`config.mk`:
```
export PLATFORM = sky130hd
export DESIGN_NAME = xcel_reg_mgr
export DESIGN_NICKNAME = d
export VERILOG_FILES = /design/src/rtl/xcel_reg_mgr_pkg.sv /design/src/rtl/xcel_resp_buf.sv /design/src/rtl/xcel_reg_mgr.sv
export SDC_FILE = /design/constraint.sdc
export NUM_CORES = 1
export LEC_CHECK = 0
export BUFFER_PORTS_ARGS = -buffer_cell sky130_fd_sc_hd__clkbuf_2
export CAP_MARGIN = 10
export CORE_MARGIN = 3
export CORE_UTILIZATION = 45
export DETAILED_ROUTE_END_ITERATION = 10
export PLACE_DENSITY_LB_ADDON = 0.3
export SLEW_MARGIN = 15
export SYNTH_ARGS = -nofsm -noshare
export SYNTH_HDL_FRONTEND = slang
export SYNTH_SLANG_ARGS = --single-unit
```
`constraint.sdc`:
```
create_clock -name clk -period 3.1 [get_ports clk]
set_input_delay 0.155 -clock clk [delete_from_list [all_inputs] [get_ports clk]]
set_output_delay 0.155 -clock clk [all_outputs]
set_load 0.005 [all_outputs]
```
`src/rtl/xcel_reg_mgr_pkg.sv`:
```
// Shared types and constants for the accelerator register manager.
// Optional perf counter is enabled with XCEL_REG_MGR_PERF_EN.
package xcel_reg_mgr_pkg;

  localparam logic XCEL_TYPE_READ  = 1'b0;
  localparam logic XCEL_TYPE_WRITE = 1'b1;

  localparam int PERF_NBITS = 32;

  typedef enum logic {
    XCFG = 1'b0,
    BUSY = 1'b1
  } state_t;

endpackage

```
`src/rtl/xcel_resp_buf.sv`:
```
// Single-entry val/rdy pipeline register for xcel responses.
// Ports: enq_* from manager, deq_* to processor; reset active-low sync.
module xcel_resp_buf
  import xcel_reg_mgr_pkg::*;
#(
  parameter int p_nbits = 33
) (
  input  logic               clk,
  input  logic               reset,
  input  logic               enq_val,
  output logic               enq_rdy,
  input  logic [p_nbits-1:0] enq_msg,
  output logic               deq_val,
  input  logic               deq_rdy,
  output logic [p_nbits-1:0] deq_msg
);

  logic               full;
  logic [p_nbits-1:0] data;

  // Accept when empty or when the held entry leaves this cycle.
  assign enq_rdy = !full || deq_rdy;
  assign deq_val = full;
  assign deq_msg = data;

  always_ff @(posedge clk) begin
    if (!reset) begin
      full <= 1'b0;
      data <= '0;
    end else if (enq_val && enq_rdy) begin
      full <= 1'b1;
      data <= enq_msg;
    end else if (deq_rdy) begin
      full <= 1'b0;
    end
  end

endmodule

```
`src/rtl/xcel_reg_mgr.sv`:
```
// Accelerator register manager: xcel req/resp val/rdy to xr0..xrN-1.
// Ports: clk, reset (active-low sync), xreq_*, xresp_*, go, done,
// result, args. Define XCEL_REG_MGR_PERF_EN for the BUSY cycle counter.
module xcel_reg_mgr
  import xcel_reg_mgr_pkg::*;
#(
  parameter int p_addr_nbits = 5,
  parameter int p_data_nbits = 32,
  parameter int p_nregs      = 8
) (
  input  logic                                   clk,
  input  logic                                   reset,
  input  logic                                   xreq_val,
  output logic                                   xreq_rdy,
  input  logic [p_addr_nbits+p_data_nbits:0]     xreq_msg,
  output logic                                   xresp_val,
  input  logic                                   xresp_rdy,
  output logic [p_data_nbits:0]                  xresp_msg,
  output logic                                   go,
  input  logic                                   done,
  input  logic [p_data_nbits-1:0]                result,
  output logic [(p_nregs-1)*p_data_nbits-1:0]    args
);

  localparam int AW       = p_addr_nbits;
  localparam int DW       = p_data_nbits;
  localparam int TYPE_BIT = AW + DW;
  localparam int ADDR_LSB = DW;
  localparam logic [AW-1:0] NREG_ADDR = AW'(p_nregs);

  logic          req_type;
  logic [AW-1:0] req_addr;
  logic [DW-1:0] req_data;

  assign req_type = xreq_msg[TYPE_BIT];
  assign req_addr = xreq_msg[TYPE_BIT-1:ADDR_LSB];
  assign req_data = xreq_msg[DW-1:0];

  state_t        state;
  logic [DW-1:0] xr [p_nregs];

  logic          is_rd;
  logic          is_wr;
  logic          addr0;
  logic          busy;
  logic          in_range;
  logic          bypass;
  logic          reg_hit;
  logic          perf_hit;
  logic          acc_ok;
  logic          buf_rdy;
  logic          xfer;
  logic [DW-1:0] xr_rd;
  logic [DW-1:0] perf_rd;
  logic [DW-1:0] rd_data;
  logic [DW:0]   resp_msg;

  assign is_rd    = (req_type == XCEL_TYPE_READ);
  assign is_wr    = (req_type == XCEL_TYPE_WRITE);
  assign addr0    = (req_addr == '0);
  assign busy     = (state == BUSY);
  assign in_range = (req_addr < NREG_ADDR);
  assign bypass   = busy && addr0;
  assign reg_hit  = in_range && !bypass;

  // BUSY freezes args (no writes) and holds xr0 reads until done.
  assign acc_ok   = !busy || (is_rd && (!addr0 || done));
  assign xreq_rdy = reset && buf_rdy && acc_ok;
  assign xfer     = xreq_val && xreq_rdy;

  always_comb begin
    xr_rd = '0;
    for (int k = 0; k < p_nregs; k++) begin
      if (req_addr == AW'(k)) xr_rd = xr[k];
    end
  end

  always_comb begin
    rd_data = '0;
    unique case (1'b1)
      bypass:   rd_data = result;
      reg_hit:  rd_data = xr_rd;
      perf_hit: rd_data = perf_rd;
      default:  rd_data = '0;
    endcase
  end

  assign resp_msg = {req_type, is_wr ? '0 : rd_data};

  for (genvar k = 1; k < p_nregs; k++) begin : g_args
    assign args[(k-1)*DW +: DW] = xr[k];
  end

  always_ff @(posedge clk) begin
    if (!reset) begin
      state <= XCFG;
      go    <= 1'b0;
      for (int k = 0; k < p_nregs; k++) xr[k] <= '0;
    end else begin
      go <= 1'b0;
      unique case (state)
        XCFG: begin
          if (xfer && is_wr) begin
            for (int k = 0; k < p_nregs; k++) begin
              if (req_addr == AW'(k)) xr[k] <= req_data;
            end
            if (addr0) begin
              go    <= 1'b1;
              state <= BUSY;
            end
          end
        end
        BUSY: begin
          if (done) begin
            xr[0] <= result;
            state <= XCFG;
          end
        end
        default: state <= XCFG;
      endcase
    end
  end

`ifdef XCEL_REG_MGR_PERF_EN
  localparam logic [AW-1:0] PERF_ADDR = AW'(p_nregs);

  logic [PERF_NBITS-1:0] perf_cnt;
  logic [PERF_NBITS-1:0] perf_lat;
  logic [PERF_NBITS-1:0] perf_nxt;

  assign perf_nxt = (&perf_cnt) ? perf_cnt : perf_cnt + 1'b1;
  assign perf_hit = (req_addr == PERF_ADDR);
  assign perf_rd  = DW'(perf_lat);

  // Latched count includes the cycle in which done is seen.
  always_ff @(posedge clk) begin
    if (!reset) begin
      perf_cnt <= '0;
      perf_lat <= '0;
    end else if (!busy) begin
      if (xfer && is_wr && addr0) perf_cnt <= '0;
    end else begin
      perf_cnt <= perf_nxt;
      if (done) perf_lat <= perf_nxt;
    end
  end
`else
  assign perf_hit = 1'b0;
  assign perf_rd  = '0;
`endif

  xcel_resp_buf #(
    .p_nbits (DW + 1)
  ) u_resp_buf (
    .clk     (clk),
    .reset   (reset),
    .enq_val (xfer),
    .enq_rdy (buf_rdy),
    .enq_msg (resp_msg),
    .deq_val (xresp_val),
    .deq_rdy (xresp_rdy),
    .deq_msg (xresp_msg)
  );

endmodule

```
**After elaboration in Yosys (flattened, before gate mapping)**

Memory sizes are Yosys's and may differ from the RTL's.
Index checks and enable logic that the tools add are counted.

- $lt $le $gt $ge: 1
- Equality and inequality tests: 7
- Mux-type cells: 68
- Bitwise operators: 11
- Reduce and logical (&&, ||, !) cells: 17

Operators by type and width:

| cell | number |
|---|---|
| $mux 32 | 18 |
| $pmux 32 s2 | 1 |
| $mux 1 | 48 |
| $eq 5x3->1 const B | 4 |
| $eq 5x2->1 const B | 2 |
| $or 1x1->1 | 9 |
| $logic_and 1x1->1 | 8 |
| $eq 5x1->1 const B | 1 |
| $logic_not 5->1 | 1 |
| $lt 5x4->1 const B | 1 |
| $logic_not 1->1 | 4 |
| $logic_or 1x1->1 | 3 |
| $not 1->1 | 2 |
| $pmux 1 s2 | 1 |
| $reduce_bool 2->1 | 1 |

- Flip-flop bits (word level): 36
- Bits in writable memories: 256
- Input port bits: 75
- Memories kept: 1

Memories:

| name | words | width | rd ports | clocked after Yosys merged registers in | wr ports | RTL line | source |
|---|---|---|---|---|---|---|---|
| xr | 8 | 32 | 8 | 0 | 8 | xcel_reg_mgr.sv:40 | `logic [DW-1:0] xr [p_nregs];` |

**Depth between registers and ports, before layout**

Gate-level depths: netlist of run 1.

- Word-level depth: 14
- Depth in mapped cells: 8

**Modules after synthesis**

A second synthesis of run 1 with hierarchy kept.

- Cell total of the unflattened synthesis: 1414
- Area, all modules: 14331.2 um^2

Modules (own cells, without submodules):

| module | instances | cells each | area each (um^2) | sequential area each (um^2) |
|---|---|---|---|---|
| xcel_reg_mgr | 1 | 1266 | 12936.2 | 7086.8 |
| xcel_resp_buf | 1 | 148 | 1395.1 | 680.7 |

**Worst setup path after synthesis of run 1**

OpenSTA, ideal clock, no wires.

- Kind: input to register
- Start: input port xreq_msg[34]
- End: memory xr[0][100] (netlist bit), enable pin
- Library setup time: 389 ps
- Data arrival time: 2091 ps
- Required time: 2711 ps
- Setup slack: 619 ps
- Stages on the path: 8
- Buffers on the path: 4
- Path through: buf_6 -> or3b_1 -> buf_2 -> nor2_2 -> buf_2 -> buf_2 -> nand2_1 -> nand2_1

RTL lines:

| what | RTL line | source |
|---|---|---|
| from (decl) | xcel_reg_mgr.sv:15 | `input logic [p_addr_nbits+p_data_nbits:0] xreq_msg,` |
| to (decl) | xcel_reg_mgr.sv:40 |  |

==> impl_metrics.yaml, run 1 <==
cts:
  htree_levels: 1
  numCtsBuffers: 31
  cts_root_buf: "clkbuf_16"
  clk_latency_ps: 560
  clk_pin_slew_ps: 60
  hold_buffers: 65
  clockBufferDepth: 3
  clock_sinks: 292
  cts_resized: 0
  tritoncts: "yes"
  cts_setup_buffers: 0
routing:
  drc: 0
  drt-initial-drc-count: 1431
  via_count: 11926
  vias_per_cell: 5.97
  ant_nets: 0
  dr.pass1.iters: 7
  routedWlPerCell_um: 24.9
  wl_um: 49800
floorplan:
  start_util: 0.463
  core_sq_um: 30000
  ioPinCount: 335
  die_w_um: 181
  die_area_sq_um: 32900
  dieHeight_um: 181
  row_count: 63
sta:
  hold_viol_final: 0
  worstMarginPinSlew_ps: 1150
  finClkSkew_ps: 15.9
  period_needed_ps: 2280
  setup_viol_count_final: 0
  post-route-period-util: 0.735
  final.setup.tns_ps: 0
  max_clock_freq_mhz: 439
  slew_headroom: 0.232
  drv_slew: 0
  rsz0062_at_grt: "no"
yosys:
  synth_top_cells_by_count: "edfxtp_1 (192), nand2_1 (154), o21ai_0 (108)"
  synth.distinct_cells: 48
  yosys-top-cells-area: "edfxtp_1 (42%), dfxtp_1 (14%), buf_4 (5.2%)"
  synth_top_flop_cell: "edfxtp_1"
  synthCells: 1311
  syn-num-nets: 1386
  synth_top_area_share: 0.416
  syn_avg_cell_area_sq_um: 10.6
  synth-seq-cells: 292
  yosysMostFrequentCell: "edfxtp_1"
  yosysWarningCount: 0
  async_flop_share: 0
  syn-cell-area_sq_um: 13900
  synth.yosys.seq_area_share: 0.561
  yosysTopAreaCell: "edfxtp_1"
  synth_edf_count: 192
power_and_ir_drop:
  switching_share: 0.232
  p_sw_w: 0.00202
  p_seq_frac: 0.490
  p_comb_frac: 0.073
  cellLeakagePower_nw: 7.01
  p_per_area_nw_per_um2: 511
  p_int_w: 0.00670
  clkPwrFrac: 0.437
  ir_drop_mv: 0.493
cells_and_area:
  fillers: 2553
  multi_input_area_sq_um: 4970
  seq_area_sq_um: 7770
  layout-drive-gt1-share: 0.291
  syn_to_final_growth_pct: 23.2
  fin_util: 0.570
  fin_nets: 1657
grt:
  grt_pass1_vias: 11982
  grt_pass1_wl_um: 74000
  grt_start_max_net_pins: 49
  antenna_found_initial: 3
  grt-ovfl-total: 0
  grtUsageTotal: 0.292
setup_path:
  reg2reg_depth: 5
  crit_chain: "nand2b_1 -> nand3_1 -> nor2b_4 -> buf_4 -> and3_1"
  critical_path_class: "reg2reg"
  critical-path-max-stage-delay_ps: 530
  required_ps: 3520
  crit_fanout: 45
  worstPathArrival_ps: 2700
  cp_slowest_cell: "nor2b_4"
  critPathCaptureType: "flop"
  start_kind: "flop"
placement:
  portBuffers: 334
  gp_congestion: 0.825
  place_hpwl_um: 32200
worst_hold_path:
  hold_class: "in2reg"
  whs_path_depth: 3
outcome:
  status: "finished, final reports clean"
job:
  max_cap_violations: 0
-- metrics by stage --
stage	setup slack [ps]	cell area (sq um)	total power (W)	cells	hold slack, ps
6_report	821	17100	0.00871	1998	126
3_3_place_gp	834	15400	0.00491	1874	400
3_5_place_dp	755	15400	0.00492	1874	413
5_1_grt	655	17100	0.00893	1998	130
2_1_floorplan	619	13900	0.00462	1311	264
4_1_cts	804	17100	0.00873	1996	109
-- state kept, by name, indices dropped and copies added (netlist names) --
name                count
u_resp_buf.deq_val      1
xr                    256
u_resp_buf.deq_msg     33
go                      1
busy                    1
-- worst paths after layout --
check	from	end	slack (ps)
setup reg to reg	u_resp_buf.deq_val	xr[0][112]	820
setup / recovery	u_resp_buf.deq_val	xr[0][112]	820
hold reg to reg	xr[1][101]	xr[1][101]	480
hold / removal	xresp_rdy	u_resp_buf.deq_val	130
-- layout make-up --
| type | count | area share |
|---|---|---|
| clock buffers | 39 | 0.0496 |
| flip-flops and latches | 292 | 0.455 |
| clock inverters | 18 | 0.0114 |
| multi-input cells | 801 | 0.291 |
| diodes | 2 | 0.000293 |
| inverters | 12 | 0.00264 |
| repair buffers | 444 | 0.161 |
| well taps | 390 | 0.0286 |
-- layout by cell type (no fill, tap or decap), types with 6 or more instances in the layout --
cell	n
buf_4	40
nor2_1	69
clkbuf_16	31
a311oi_2	11
o32ai_1	11
a22oi_1	11
nor2_4	6
a221o_1	21
dlygate4sd3_1	65
clkinv_2	8
a221oi_1	11
a222oi_1	21
inv_1	12
clkbuf_2	332
and2_1	97
edfxtp_1	192
buf_12	7
a311oi_1	10
nand3_1	25
a22o_1	43
a21oi_1	24
o21ai_0	108
o21a_1	11
o22ai_1	21
dfxtp_1	100
and3_1	66
a32oi_1	11
nand2_1	152
o21ai_1	11
mux2i_1	21
-- power groups by stage --
stage | Clock, W | Sequential [W] | Combinational [W]
final | 0.00380 | 0.00427 | 0.000638
after global routing | 0.00398 | 0.00428 | 0.000678
after CTS | 0.00383 | 0.00427 | 0.000633
after detailed placement | 0 | 0.00435 | 0.000566
after global placement | 0 | 0.00435 | 0.000560
after floorplan | 0 | 0.00433 | 0.000286
-- metal layers --
| metal | vias to the layer above | track usage | routed length (um) |
|---|---|---|---|
| li1 | 5271 | - | - |
| met1 | 5715 | 0.378 | 19100 |
| met2 | 807 | 0.481 | 23400 |
| met3 | 133 | 0.0617 | 5150 |
| met4 | 0 | 0.113 | 2100 |
| met5 | - | 0 | 0 |
-- worst max-delay path, delay by kind of cell (launching register included) --
family	cells	cell delay, ps
buf+inv	1	470
flops	1	310
simple gates	4	1320
-- cells by family after synthesis --
| family | count (synthesis) | share of synthesized area |
|---|---|---|
| buf+inv | 218 | 0.0899 |
| compound gates | 328 | 0.172 |
| simple gates | 452 | 0.163 |
| flops | 292 | 0.561 |
| mux | 21 | 0.0152 |
No activity file was read; power rests on OpenSTA's default activity.
==> run 2, diff against run 1 <==
==> constraint.sdc (replaced) <==
create_clock -name clk -period 2 [get_ports clk]
set_input_delay 0.1 -clock clk [delete_from_list [all_inputs] [get_ports clk]]
set_output_delay 0.1 -clock clk [all_outputs]
set_load 0.005 [all_outputs]
==> run 2 against run 1 <==
- clock power is 45% higher
- flip-flop and latch count did not move
- first-iteration DRC count rose by 6.6%
- routed wire length down 0.56%
- sequential power increased by 55%
- combinational power grew 65%
- clock skew fell by 3.3 ps
- maximum frequency increased by 19%
- critical endpoint is now xr[1][53]
==> impl_metrics.yaml, run 2 (synthesized netlist as in run 1, its figures left out) <==
routing:
  dr.pass1.iters: 7
  wl_um: 49500
  drt-initial-drc-count: 1526
  via_count: 11950
  routedWlPerCell_um: 24.5
  ant_nets: 0
  vias_per_cell: 5.91
  drc: 0
floorplan:
  start_util: 0.463
  row_count: 63
  core_sq_um: 30000
  die_w_um: 181
  die_area_sq_um: 32900
  dieHeight_um: 181
  ioPinCount: 335
setup_path:
  required_ps: 2410
  crit_fanout: 32
  critical_path_class: "reg2reg"
  start_kind: "flop"
  reg2reg_depth: 6
  r2r_setup_slack_ps: 80
  worstPathArrival_ps: 2320
  r2r_start: "busy"
  critPathCaptureType: "flop"
  reg2reg_to: "xr[1][53]"
worst_hold_path:
  hold_start: "reset"
  whs_path_depth: 4
  holdPathEnd: "xr[1][113]"
  hold_class: "in2reg"
job:
  max_cap_violations: 0
grt:
  grtUsageTotal: 0.287
  grt_pass1_vias: 11668
  grt_start_max_net_pins: 72
  grt_pass1_wl_um: 72500
  grt-ovfl-total: 0
  antenna_found_initial: 5
power_and_ir_drop:
  ir_drop_mv: 0.585
  p_per_area_nw_per_um2: 759
  cellLeakagePower_nw: 7.15
cts:
  numCtsBuffers: 29
  htree_levels: 1
  clk_pin_slew_ps: 60
  clock_sinks: 292
  tritoncts: "yes"
  clk_latency_ps: 550
  cts_root_buf: "clkbuf_16"
  clockBufferDepth: 3
  cts_setup_buffers: 0
cells_and_area:
  seq_area_sq_um: 7770
  final_cell_mix: "clkbuf_2 (332), edfxtp_1 (192), nand2_1 (152), o21ai_0 (108), dfxtp_1 (100)"
  multi_input_area_sq_um: 4990
  largest_reg_flops: 256
  fillers: 2548
  fin_util: 0.580
  layout-drive-gt1-share: 0.300
  largest-register: "xr"
  syn_to_final_growth_pct: 25.4
  fin_nets: 1681
  final_common_cell: "clkbuf_2"
sta:
  rsz0062_at_grt: "no"
  slew_headroom: 0.327
  final.setup.tns_ps: 0
  worstMarginPinSlew_ps: 1010
  fin_ws_ps: 84.3
  finClkSkew_ps: 12.6
  drv_slew: 0
  hold_viol_final: 0
  period_needed_ps: 1920
  setup_viol_count_final: 0
  max_clock_freq_mhz: 522
  post-route-period-util: 0.958
placement:
  portBuffers: 334
  gp_congestion: 0.895
  dp_slack_ps: -2.95
  place_hpwl_um: 33000
outcome:
  status: "finished, final reports clean"
-- run 2: final cells by class --
cell class              count  area share
diodes                      4    0.000576
clock buffers              36      0.0450
clock inverters            17     0.00987
inverters                  12     0.00259
multi-input cells         801       0.287
flip-flops and latches    292       0.447
well taps                 390      0.0281
repair buffers            470       0.179
-- run 2: stage by stage --
stage | hold slack [ps] | power (W) | instance area [sq um] | cells
global placement | 348 | 0.00766 | 15700 | 1899
finish | 88.7 | 0.0132 | 17400 | 2022
floorplan | 209 | 0.00716 | 13900 | 1311
CTS | 74.4 | 0.0132 | 17400 | 2018
detailed placement | 340 | 0.00767 | 15700 | 1899
global route | 102 | 0.0135 | 17400 | 2022
-- run 2: critical path, cell delays in order, from the launching register on --
cell	delay [ps]
dfxtp_1	320
nor2b_1	200
nand4_1	130
buf_4	200
nor3_2	220
buf_4	440
and2_1	210
-- run 2: how the worst max path moves through the flow --
| stage | from | endpoint | slack [ps] | cells after the start |
|---|---|---|---|---|
| detailed placement | xreq_msg[35] | u_resp_buf.deq_msg[7] | -3 | 6 |
| finish | busy | xr[1][53] | 80 | 6 |
| global placement | xreq_msg[35] | u_resp_buf.deq_msg[30] | 70 | 6 |
| floorplan | xreq_msg[36] | xr[0][64] | 10 | 6 |
| global route | busy | xr[1][53] | 2 | 6 |
| CTS | busy | xr[1][28] | 150 | 6 |
-- run 2: timing repair --
item                                   in CTS  in global routing
endpoints found under the hold margin     258                  0
hold buffers                               66                  0
resized for setup                           0                  0
-- run 2: power by group --
part	leakage, nW	switching, W	internal (W)
Clock	0.461	0.00236	0.00316
Sequential	2.85	0.0000845	0.00653
Combinational	3.84	0.000646	0.000401
-- run 2: routing by layer --
metal,GRT usage,part of all wire,up-vias
met5,0,0.00032,-
met4,0.102,0.031,2
met3,0.0561,0.11,108
met2,0.477,0.48,786
met1,0.375,0.38,5722
li1,-,-,5332
==> run 3, diff against run 2 <==
--- a/config.mk
+++ b/config.mk
@@ -10,6 +10,7 @@
 export CORE_MARGIN = 3
 export CORE_UTILIZATION = 45
 export DETAILED_ROUTE_END_ITERATION = 10
+export MAX_ROUTING_LAYER = met4
 export PLACE_DENSITY_LB_ADDON = 0.3
 export SLEW_MARGIN = 15
 export SYNTH_ARGS = -nofsm -noshare
==> run 3 against run 2 <==
- register-to-register slack better by 40 ps
- highest routed layer is now met4
- clock-buffer cell count is the same
- sequential power about the same
- cell area about the same
- die area unchanged
- routed wire length is essentially flat
- total power is essentially flat
- first-iteration DRC count grew 6.8%
==> impl_metrics.yaml, run 3 (synthesized netlist as in run 1, its figures left out) <==
cts:
  clock_sinks: 292
  hold_buffers: 66
  clockBufferDepth: 3
  htree_levels: 1
  clk_latency_ps: 550
  cts_resized: 0
  clk_pin_slew_ps: 60
  numCtsBuffers: 29
  tritoncts: "yes"
  cts_root_buf: "clkbuf_16"
  cts_setup_buffers: 0
setup_path:
  crit_chain: "nor2b_1 -> nand4_1 -> buf_4 -> nor3_2 -> buf_4 -> and2_1"
  path_common_cell: "buf_4"
  start_kind: "flop"
  cp_slowest_cell: "buf_4"
  crit_buf_inv: 2
  critical_path_class: "reg2reg"
  critical-path-max-stage-delay_ps: 420
  worstPathArrival_ps: 2280
  crit_fanout: 32
  required_ps: 2410
  cp_top_family: "simple AND/OR/NAND/NOR gates"
  critPathCaptureType: "flop"
floorplan:
  core_sq_um: 30000
  ioPinCount: 335
  start_util: 0.463
  dieHeight_um: 181
  row_count: 63
  die_w_um: 181
  die_area_sq_um: 32900
power_and_ir_drop:
  cellLeakagePower_nw: 7.15
  ir_drop_mv: 0.582
  p_per_area_nw_per_um2: 758
  p_total_w: 0.0132
routing:
  drt-initial-drc-count: 1630
  via_count: 12073
  wl_um: 49500
  vias_per_cell: 5.96
  dr.pass1.iters: 6
  routedWlPerCell_um: 24.5
  ant_nets: 0
  drc: 0
grt:
  grt_start_max_net_pins: 72
  grt_pass1_wl_um: 72500
  antenna_found_initial: 6
  grtUsageTotal: 0.295
  grt-ovfl-total: 0
  grt_pass1_vias: 11646
sta:
  fin_ws_ps: 127
  drv_slew: 0
  post-route-period-util: 0.937
  period_needed_ps: 1870
  setup_viol_count_final: 0
  finClkSkew_ps: 12.5
  holdWs_ps: 90.5
  rsz0062_at_grt: "no"
  max_clock_freq_mhz: 534
  hold_viol_final: 0
  worstMarginPinSlew_ps: 1010
  slew_headroom: 0.326
  final.setup.tns_ps: 0
worst_hold_path:
  hold_class: "in2reg"
outcome:
  status: "finished, final reports clean"
cells_and_area:
  final_cell_mix: "clkbuf_2 (332), edfxtp_1 (192), nand2_1 (152), o21ai_0 (108), dfxtp_1 (100)"
  syn_to_final_growth_pct: 25.4
  largest-register: "xr"
  fin_nets: 1681
  layout-drive-gt1-share: 0.300
  largest_reg_flops: 256
  final_common_cell: "clkbuf_2"
  fin_util: 0.580
placement:
  gp_congestion: 0.910
  portBuffers: 334
  place_hpwl_um: 33000
  dp_slack_ps: -2.95
job:
  max_cap_violations: 0
[run 3: cell types whose count changed in the layout (fill, tap and decap cells not counted)]
cell	change
diode_2	+2
[run 3: per-layer routing]
layer,vias to the layer above,global-route usage,part of all wire
met5,-,-,0
met4,0,0.102,0.031
met3,117,0.0547,0.11
met2,849,0.477,0.48
met1,5756,0.375,0.37
li1,5351,-,-
[run 3: cell type report]
type / count / area [sq um]
fillers: 2547 / 12600
flip-flops and latches: 292 / 7770
multi-input cells: 801 / 4990
repair buffers: 470 / 3110
clock buffers: 36 / 782
well taps: 390 / 488
clock inverters: 17 / 171
inverters: 12 / 45.0
diodes: 6 / 15.0
[run 3: metrics by stage]
stage / instance area (sq um) / cells
after floorplan: 13900 / 1311
after global placement: 15700 / 1899
after detailed placement: 15700 / 1899
after CTS: 17400 / 2018
after global routing: 17400 / 2024
final: 17400 / 2024
[run 3: final timing paths]
check / start / end / slack (ps) / cells past startpoint
setup / recovery: busy / xr[1][62] / 130 / 6
hold reg to reg: xr[1][69] / xr[1][69] / 480 / 2
hold / removal: reset / xr[1][113] / 90 / 4
setup reg to reg: busy / xr[1][62] / 130 / 6
[run 3: tightest hold or removal path: stages]
cell     delay, ps
buf_4          120
buf_4          210
nand2_1         90
o21ai_0         60
[run 3: where the power goes]
part,switching (W),internal [W]
clock,0.00235,0.00316
combinational,0.000643,0.000401
sequential,0.0000852,0.00653
